$ cat config.mk
export PLATFORM = sky130hd
export DESIGN_NAME = pe_engine_arbiter_flat
export DESIGN_NICKNAME = d
export VERILOG_FILES = /design/src/rtl/pe_engine_arbiter_if.sv /design/src/rtl/pe_engine_arbiter.sv /design/src/flat_wrapper.sv
export SDC_FILE = /design/constraint.sdc
export NUM_CORES = 1
export LEC_CHECK = 0
export ABC_AREA = 1
export BUFFER_PORTS_ARGS = -buffer_cell sky130_fd_sc_hd__buf_2
export CAP_MARGIN = 30
export CORE_UTILIZATION = 55
export CTS_CLUSTER_DIAMETER = 100
export CTS_CLUSTER_SIZE = 14
export DETAILED_ROUTE_END_ITERATION = 8
export PLACE_DENSITY_LB_ADDON = 0.12
export SYNTH_ARGS = -nofsm -noshare
export SYNTH_HDL_FRONTEND = slang
export SYNTH_SLANG_ARGS = --single-unit
$ cat constraint.sdc
create_clock -name clk -period 3.9 [get_ports clk]
set_input_delay 0.78 -clock clk [delete_from_list [all_inputs] [get_ports clk]]
set_output_delay 0.78 -clock clk [all_outputs]
set_load 0.02 [all_outputs]
$ cat src/rtl/pe_engine_arbiter_if.sv
// Requester and engine signals shared between the arbiter and its neighbours.
// slave: the arbiter. master: the requesters plus the engine (or a bench driving both).
interface pe_engine_arbiter_if #(
  parameter int unsigned ADDR_W = 9
);
  logic [1:0]        req;
  logic [ADDR_W-1:0] base0;
  logic [ADDR_W-1:0] base1;
  logic [1:0]        ack;
  logic              err;
  logic              busy;
  logic              grant_id;
  logic              eng_start;
  logic [ADDR_W-1:0] eng_base;
  logic              eng_abort;
  logic              eng_done;

  modport master (
    output req, base0, base1, eng_done,
    input  ack, err, busy, grant_id, eng_start, eng_base, eng_abort
  );

  modport slave (
    input  req, base0, base1, eng_done,
    output ack, err, busy, grant_id, eng_start, eng_base, eng_abort
  );
endinterface

$ cat src/rtl/pe_engine_arbiter.sv
// Round-robin share of the single microcoded PE engine between two requesters.
// One run at a time: grant, launch, wait for done (or time out), acknowledge.
module pe_engine_arbiter #(
  parameter int unsigned ADDR_W = 9,
  parameter int unsigned TMO_W  = 16,
  parameter int unsigned TMO    = 40000
) (
  input logic                  clk,
  input logic                  reset,
  pe_engine_arbiter_if.slave   bus
);

  typedef enum logic [1:0] {StIdle, StLaunch, StRun, StFinish} state_e;

  localparam logic [TMO_W-1:0] TmoLast = TMO_W'(TMO - 1);

  state_e            state_q, state_d;
  logic [TMO_W-1:0]  timer_q, timer_d;
  logic              last_q, last_d;
  logic              grant_q, grant_d;
  logic [ADDR_W-1:0] base_q, base_d;
  logic              err_q, err_d;
  logic [1:0]        ack_q, ack_d;
  logic              busy_q;
  logic              start_q;
  logic              timeout;

  assign timeout = (timer_q == TmoLast);

  // Next-state, grant selection, timer and completion status.
  always_comb begin
    state_d = state_q;
    timer_d = timer_q;
    last_d  = last_q;
    grant_d = grant_q;
    base_d  = base_q;
    err_d   = err_q;
    ack_d   = 2'b00;
    unique case (state_q)
      StIdle: begin
        if (bus.req != 2'b00) begin
          // Both asking: the one not served last wins.
          grant_d = (bus.req == 2'b11) ? ~last_q : bus.req[1];
          base_d  = grant_d ? bus.base1 : bus.base0;
          state_d = StLaunch;
        end
      end
      StLaunch: begin
        timer_d = '0;
        state_d = StRun;
      end
      StRun: begin
        timer_d = timer_q + 1'b1;
        // Done takes precedence over a timeout in the same cycle.
        if (bus.eng_done) begin
          err_d   = 1'b0;
          ack_d   = grant_q ? 2'b10 : 2'b01;
          state_d = StFinish;
        end else if (timeout) begin
          err_d   = 1'b1;
          ack_d   = grant_q ? 2'b10 : 2'b01;
          state_d = StFinish;
        end
      end
      StFinish: begin
        last_d  = grant_q;
        state_d = StIdle;
      end
      default: state_d = StIdle;
    endcase
  end

  // State and registered outputs; synchronous reset.
  always_ff @(posedge clk) begin
    if (reset) begin
      state_q <= StIdle;
      timer_q <= '0;
      last_q  <= 1'b1;
      grant_q <= 1'b0;
      base_q  <= '0;
      err_q   <= 1'b0;
      ack_q   <= 2'b00;
      busy_q  <= 1'b0;
      start_q <= 1'b0;
    end else begin
      state_q <= state_d;
      timer_q <= timer_d;
      last_q  <= last_d;
      grant_q <= grant_d;
      base_q  <= base_d;
      err_q   <= err_d;
      ack_q   <= ack_d;
      busy_q  <= (state_d != StIdle);
      start_q <= (state_d == StLaunch);
    end
  end

  assign bus.ack       = ack_q;
  assign bus.err       = err_q;
  assign bus.busy      = busy_q;
  assign bus.grant_id  = grant_q;
  assign bus.eng_start = start_q;
  assign bus.eng_base  = base_q;
  // Abort has to fall in the last RUN cycle yet yield to a same-cycle done,
  // so it is decoded from registered state and gated by eng_done.
  assign bus.eng_abort = (state_q == StRun) && timeout && !bus.eng_done;

endmodule
$ cat src/flat_wrapper.sv
// flat-port wrapper written by rule: the top's interface ports become plain ports
module pe_engine_arbiter_flat 
#(
  parameter int unsigned ADDR_W = 9,
  parameter int unsigned TMO_W  = 16,
  parameter int unsigned TMO    = 40000
)
  (clk, reset, bus_req, bus_base0, bus_base1, bus_eng_done, bus_ack, bus_err, bus_busy, bus_grant_id, bus_eng_start, bus_eng_base, bus_eng_abort);
  pe_engine_arbiter_if #(.ADDR_W(ADDR_W)) bus_i ();
  input logic clk;
  input logic reset;
  input wire logic [$bits(bus_i.req)-1:0] bus_req;
  input wire logic [$bits(bus_i.base0)-1:0] bus_base0;
  input wire logic [$bits(bus_i.base1)-1:0] bus_base1;
  input wire logic [$bits(bus_i.eng_done)-1:0] bus_eng_done;
  output wire logic [$bits(bus_i.ack)-1:0] bus_ack;
  output wire logic [$bits(bus_i.err)-1:0] bus_err;
  output wire logic [$bits(bus_i.busy)-1:0] bus_busy;
  output wire logic [$bits(bus_i.grant_id)-1:0] bus_grant_id;
  output wire logic [$bits(bus_i.eng_start)-1:0] bus_eng_start;
  output wire logic [$bits(bus_i.eng_base)-1:0] bus_eng_base;
  output wire logic [$bits(bus_i.eng_abort)-1:0] bus_eng_abort;
  assign bus_i.req = bus_req;
  assign bus_i.base0 = bus_base0;
  assign bus_i.base1 = bus_base1;
  assign bus_i.eng_done = bus_eng_done;
  assign bus_ack = bus_i.ack;
  assign bus_err = bus_i.err;
  assign bus_busy = bus_i.busy;
  assign bus_grant_id = bus_i.grant_id;
  assign bus_eng_start = bus_i.eng_start;
  assign bus_eng_base = bus_i.eng_base;
  assign bus_eng_abort = bus_i.eng_abort;
  pe_engine_arbiter #(.ADDR_W(ADDR_W), .TMO_W(TMO_W), .TMO(TMO)) u_core (.clk(clk), .reset(reset), .bus(bus_i));
endmodule
; ---- Word-level counts from Yosys, hierarchy flattened
; Cells that the tools add are included.
; Widths: inputs -> output; s select.
[word_totals]
register_bits = 34
input_bits = 23
wordCells = 41
[classes]
add_sub_neg = 1
n_eq_ne = 6
muxes = 12
n_bitwise = 2
reduce_logical = 11
[ops]
columns = cell, count
row1 = $pmux 16 s2, 1
row2 = $add 16x1->16 const B, 1
row3 = $eq 16x16->1 const B, 1
row4 = $mux 2, 6
row5 = $mux 9, 1
row6 = $pmux 2 s4, 1
row7 = $reduce_bool 2->1, 4
row8 = $eq 2x2->1 const B, 3
row9 = $eq 2x1->1 const B, 2
row10 = $reduce_and 2->1, 2
row11 = $mux 1, 3
row12 = $logic_and 1x1->1, 2
row13 = $logic_not 2->1, 1
row14 = $not 1->1, 2
row15 = $reduce_or 2->1, 1
row16 = $logic_not 1->1, 1

; ---- Depth between registers and ports, before layout
[logic_depth]
word_depth = 5
depth_mapped = 10
mapped_depth_nobuf = 10

; ---- Worst setup path before layout
; Ideal clock, no wire load.
[synth_timing]
path_kind = reg2out
startpoint = register u_core.timer_q[0]
endpoint = output port bus_eng_abort
t_arrival_ns = 1.131
path_slack_ns = 1.989
stages_incl_launch_ff = 6
path_buffers = 0
path_cell_list = dfxtp_1 -> ha_1 -> nand3_1 -> nor2_1 -> nand3_1 -> nor2_1
[synth_between]
elab_chain_cells = 3
[synth_rtl]
columns = element, line
row1 = from (decl), pe_engine_arbiter.sv:18  ; logic [TMO_W-1:0] timer_q, timer_d;
row2 = from (signal assigned), pe_engine_arbiter.sv:87  ; timer_q <= timer_d;
row3 = $eq 16x16->1, pe_engine_arbiter.sv:28  ; assign timeout = (timer_q == TmoLast);
row4 = $logic_and 1x1->1 (2 in series), pe_engine_arbiter.sv:106  ; assign bus.eng_abort = (state_q == StRun) && timeout && !bus.eng_done;
row5 = to (decl), flat_wrapper.sv:22  ; output wire logic [$bits(bus_i.eng_abort)-1:0] bus_eng_abort;
; Every way passes these cells.

; ---- Final worst setup path
; Ends and elaborated chain as after synthesis.

==> results.yml <==
floorplanning:
  core-area_um2: 2760
  chipWidth_um: 55.8
  die-area_um2: 3110
  die-height_um: 55.8
  ios: 39
  rows: 19
  start_util: 0.577
logic_synthesis:
  synth_adder_area_share: 0.0315
  synthMuxAreaShare: 0
  yosys.area_share.xor_xnor: 0.0110
  ys_seq_elements: 34
  syn_nets: 251
  synthSimpleGateAreaFrac: 0.308
  syn_inst: 224
  synth_compound_area_frac: 0.148
  synthesis.area_um2: 1590
  synth_seq_area_share: 0.428
  avgSynthCellArea_um2: 7.10
  synth_top_family_by_area: "simple AND/OR/NAND/NOR gates"
  ys_warn_count: 0
  synthDistinctLibCells: 24
placed_design:
  place_area_um2: 1810
  gp_congestion: 0.850
  hpwl_mm: 2.50
  numPortBuffers: 38
cts:
  cts_resized: 0
  cts_tree: "yes"
  cts_setup_buffers: 0
  worst_skew_pair.late_latency_ns: 0.33
  clock_sinks: 34
  cts_buffers: 5
  clockBufferDepth: 2
  holdBufCountCts: 0
  clkTransAtPathRegs_ns: 0.10
  cts.htree.levels: 2
  cts.root.buffer_cell: "clkbuf_4"
sta:
  rsz0062_at_grt: "no"
  slew_headroom: 0.588
  fmaxAchievable_ghz: 0.430
  hold_violations: 0
  setup_viol: 0
  tightestPinTransition_ns: 0.617
  period_minus_slack_ns: 2.32
  finalSetupTns_ns: 0
  finalClockSkew_ns: 0.00584
  drv_slew: 0
  finalCritPeriodShare: 0.596
layout:
  diodes: 0
  syn2layout_area_growth_pct: 17.6
  mostFrequentLayoutCells: "nand2_1, buf_2, dfxtp_1"
  drive_gt1_frac: 0.205
  final_nets: 294
  design_area_um2: 1870
  layout_commonest_cell: "nand2_1"
route:
  drtAntennaViolNets: 0
  routed_wl_mm: 3.26
  via_per_inst: 5.08
  avgRoutedWirePerCell_um: 10.9
  drtIter0Drc: 43
  vias: 1518
  drt_pass1_iterations: 4
  drc_errors: 0
min_path:
  hold_path_class: "reg2reg"
  hold_path_startpoint: "u_core.bus.err"
worst_setup_path:
  startpoint: "u_core.timer_q[0]"
  timing.rr.start: "u_core.state_q[1]"
  crit_type: "reg2out"
  end_kind: "output port"
  cp_cell_sequence: "ha_1 -> nand3_1 -> nor2_1 -> nand3_1 -> nor2_1 -> buf_2"
  cp_data_required_time_ns: 3.12
  critPathSlowestCell: "dfxtp_1"
  crit_fanout: 5
  startpoint_type: "register"
  slowest_delay_ns: 0.39
  cp_data_arrival_time_ns: 1.54
pwr:
  pwr-share-seq: 0.466
  power_frac_comb: 0.305
  totalPowerFinal_mw: 0.892
  vdd_drop_max_uv: 376
  internal_power_mw: 0.567
  powerDensity_nw_per_um2: 477
  cellLeakagePower_nw: 0.820
  power.share.switching: 0.364
  power_frac_clock: 0.228
  switchingPower_mw: 0.325
global_routing:
  grt_pass1_vias: 1443
  antenna_found_initial: 0
  grt_pass1_wl_mm: 5.83
  overflow: 0
  grt_usage: 0.241
  grt_max_degree: 20
flow_run:
  cap_viol_max_count: 0
status:
  status: "completed"
==> worst paths after layout <==
| kind | end | slack (ns) | depth (start not counted) |
|---|---|---|---|
| worst max-delay path | bus_eng_abort | 1.58 | 6 |
| worst min-delay path | u_core.bus.err | 0.46 | 2 |
| worst max register to register | u_core.timer_q[5] | 2.14 | 8 |
| worst min register to register | u_core.bus.err | 0.46 | 2 |
==> kinds of logic (layout without fill, tap and decap cells) <==
kind of cell / after synthesis / after routing
DFF: 34 / 34
AOI/OAI and AO/OA: 41 / 41
buffers and inverters: 31 / 75
adders and majority gates: 4 / 4
xor gates and xnor gates: 2 / 2
and+or+nand+nor: 112 / 112
==> registers in the layout, summed over array words and instances (netlist names) <==
name / count
u_core.state_q: 2
u_core.bus.busy: 1
u_core.last_q: 1
u_core.bus.ack: 2
u_core.bus.grant_id: 1
u_core.bus.eng_base: 9
u_core.bus.eng_start: 1
u_core.bus.err: 1
u_core.timer_q: 16
==> critical path, delay by kind of cell, from the launching register on <==
| kind | cells | cell delay, ns |
|---|---|---|
| fa+ha+maj | 1 | 0.25 |
| buf+inv | 1 | 0.17 |
| simple gates | 4 | 0.41 |
| flops | 1 | 0.39 |
==> final cells by class <==
class | count | area [um^2]
repair buffers | 38 | 190
clock inverters | 1 | 5.00
fillers | 256 | 887
flip-flops and latches | 34 | 681
clock buffers | 7 | 55.1
well taps | 31 | 38.8
multi-input cells | 159 | 792
inverters | 29 | 109
==> metal layers <==
layer	global-route usage	wire length (um)
met2	0.398	1510
met4	0.114	69
met5	0	0
met1	0.289	1520
met3	0.0674	151
==> power groups by stage <==
stage / combinational, mW / sequential, mW / clock (mW)
CTS: 0.272 / 0.416 / 0.208
detailed placement: 0.271 / 0.423 / 0
global placement: 0.267 / 0.421 / 0
floorplan: 0.148 / 0.465 / 0
finish: 0.272 / 0.416 / 0.204
global route: 0.307 / 0.421 / 0.224
==> synthesized netlist by cell type <==
| cell | instances | share of area |
|---|---|---|
| inv_2 | 1 | 0.0024 |
| nand3_4 | 1 | 0.011 |
| xor2_1 | 1 | 0.0055 |
| buf_2 | 1 | 0.0031 |
| a21oi_1 | 11 | 0.035 |
| nor2_2 | 3 | 0.012 |
| clkbuf_1 | 1 | 0.0024 |
| o21ai_0 | 18 | 0.057 |
| o21ba_2 | 1 | 0.0063 |
| nand3_1 | 9 | 0.028 |
| nor2_4 | 2 | 0.014 |
| a31oi_1 | 9 | 0.035 |
| nand4_1 | 6 | 0.024 |
| xnor2_1 | 1 | 0.0055 |
| nand2_1 | 55 | 0.13 |
| clkinv_1 | 1 | 0.0024 |
| o21a_1 | 1 | 0.0047 |
| dfxtp_1 | 34 | 0.43 |
| nor3_1 | 3 | 0.0094 |
| ha_1 | 4 | 0.031 |
| nor2_1 | 32 | 0.076 |
| nand2_2 | 1 | 0.0039 |
| inv_1 | 27 | 0.064 |
| o21ai_4 | 1 | 0.010 |
==> through the flow <==
stage | std cells | worst slack, ns | util | hold WS (ns)
floorplan | 224 | 1.99 | - | 0.441
global placement | 291 | 1.99 | 0.657 | 0.440
detailed placement | 291 | 1.95 | 0.657 | 0.447
CTS | 299 | 1.57 | 0.678 | 0.463
global route | 299 | 1.45 | 0.678 | 0.494
finish | 299 | 1.58 | 0.678 | 0.464
(Power assumes the default switching activity.)
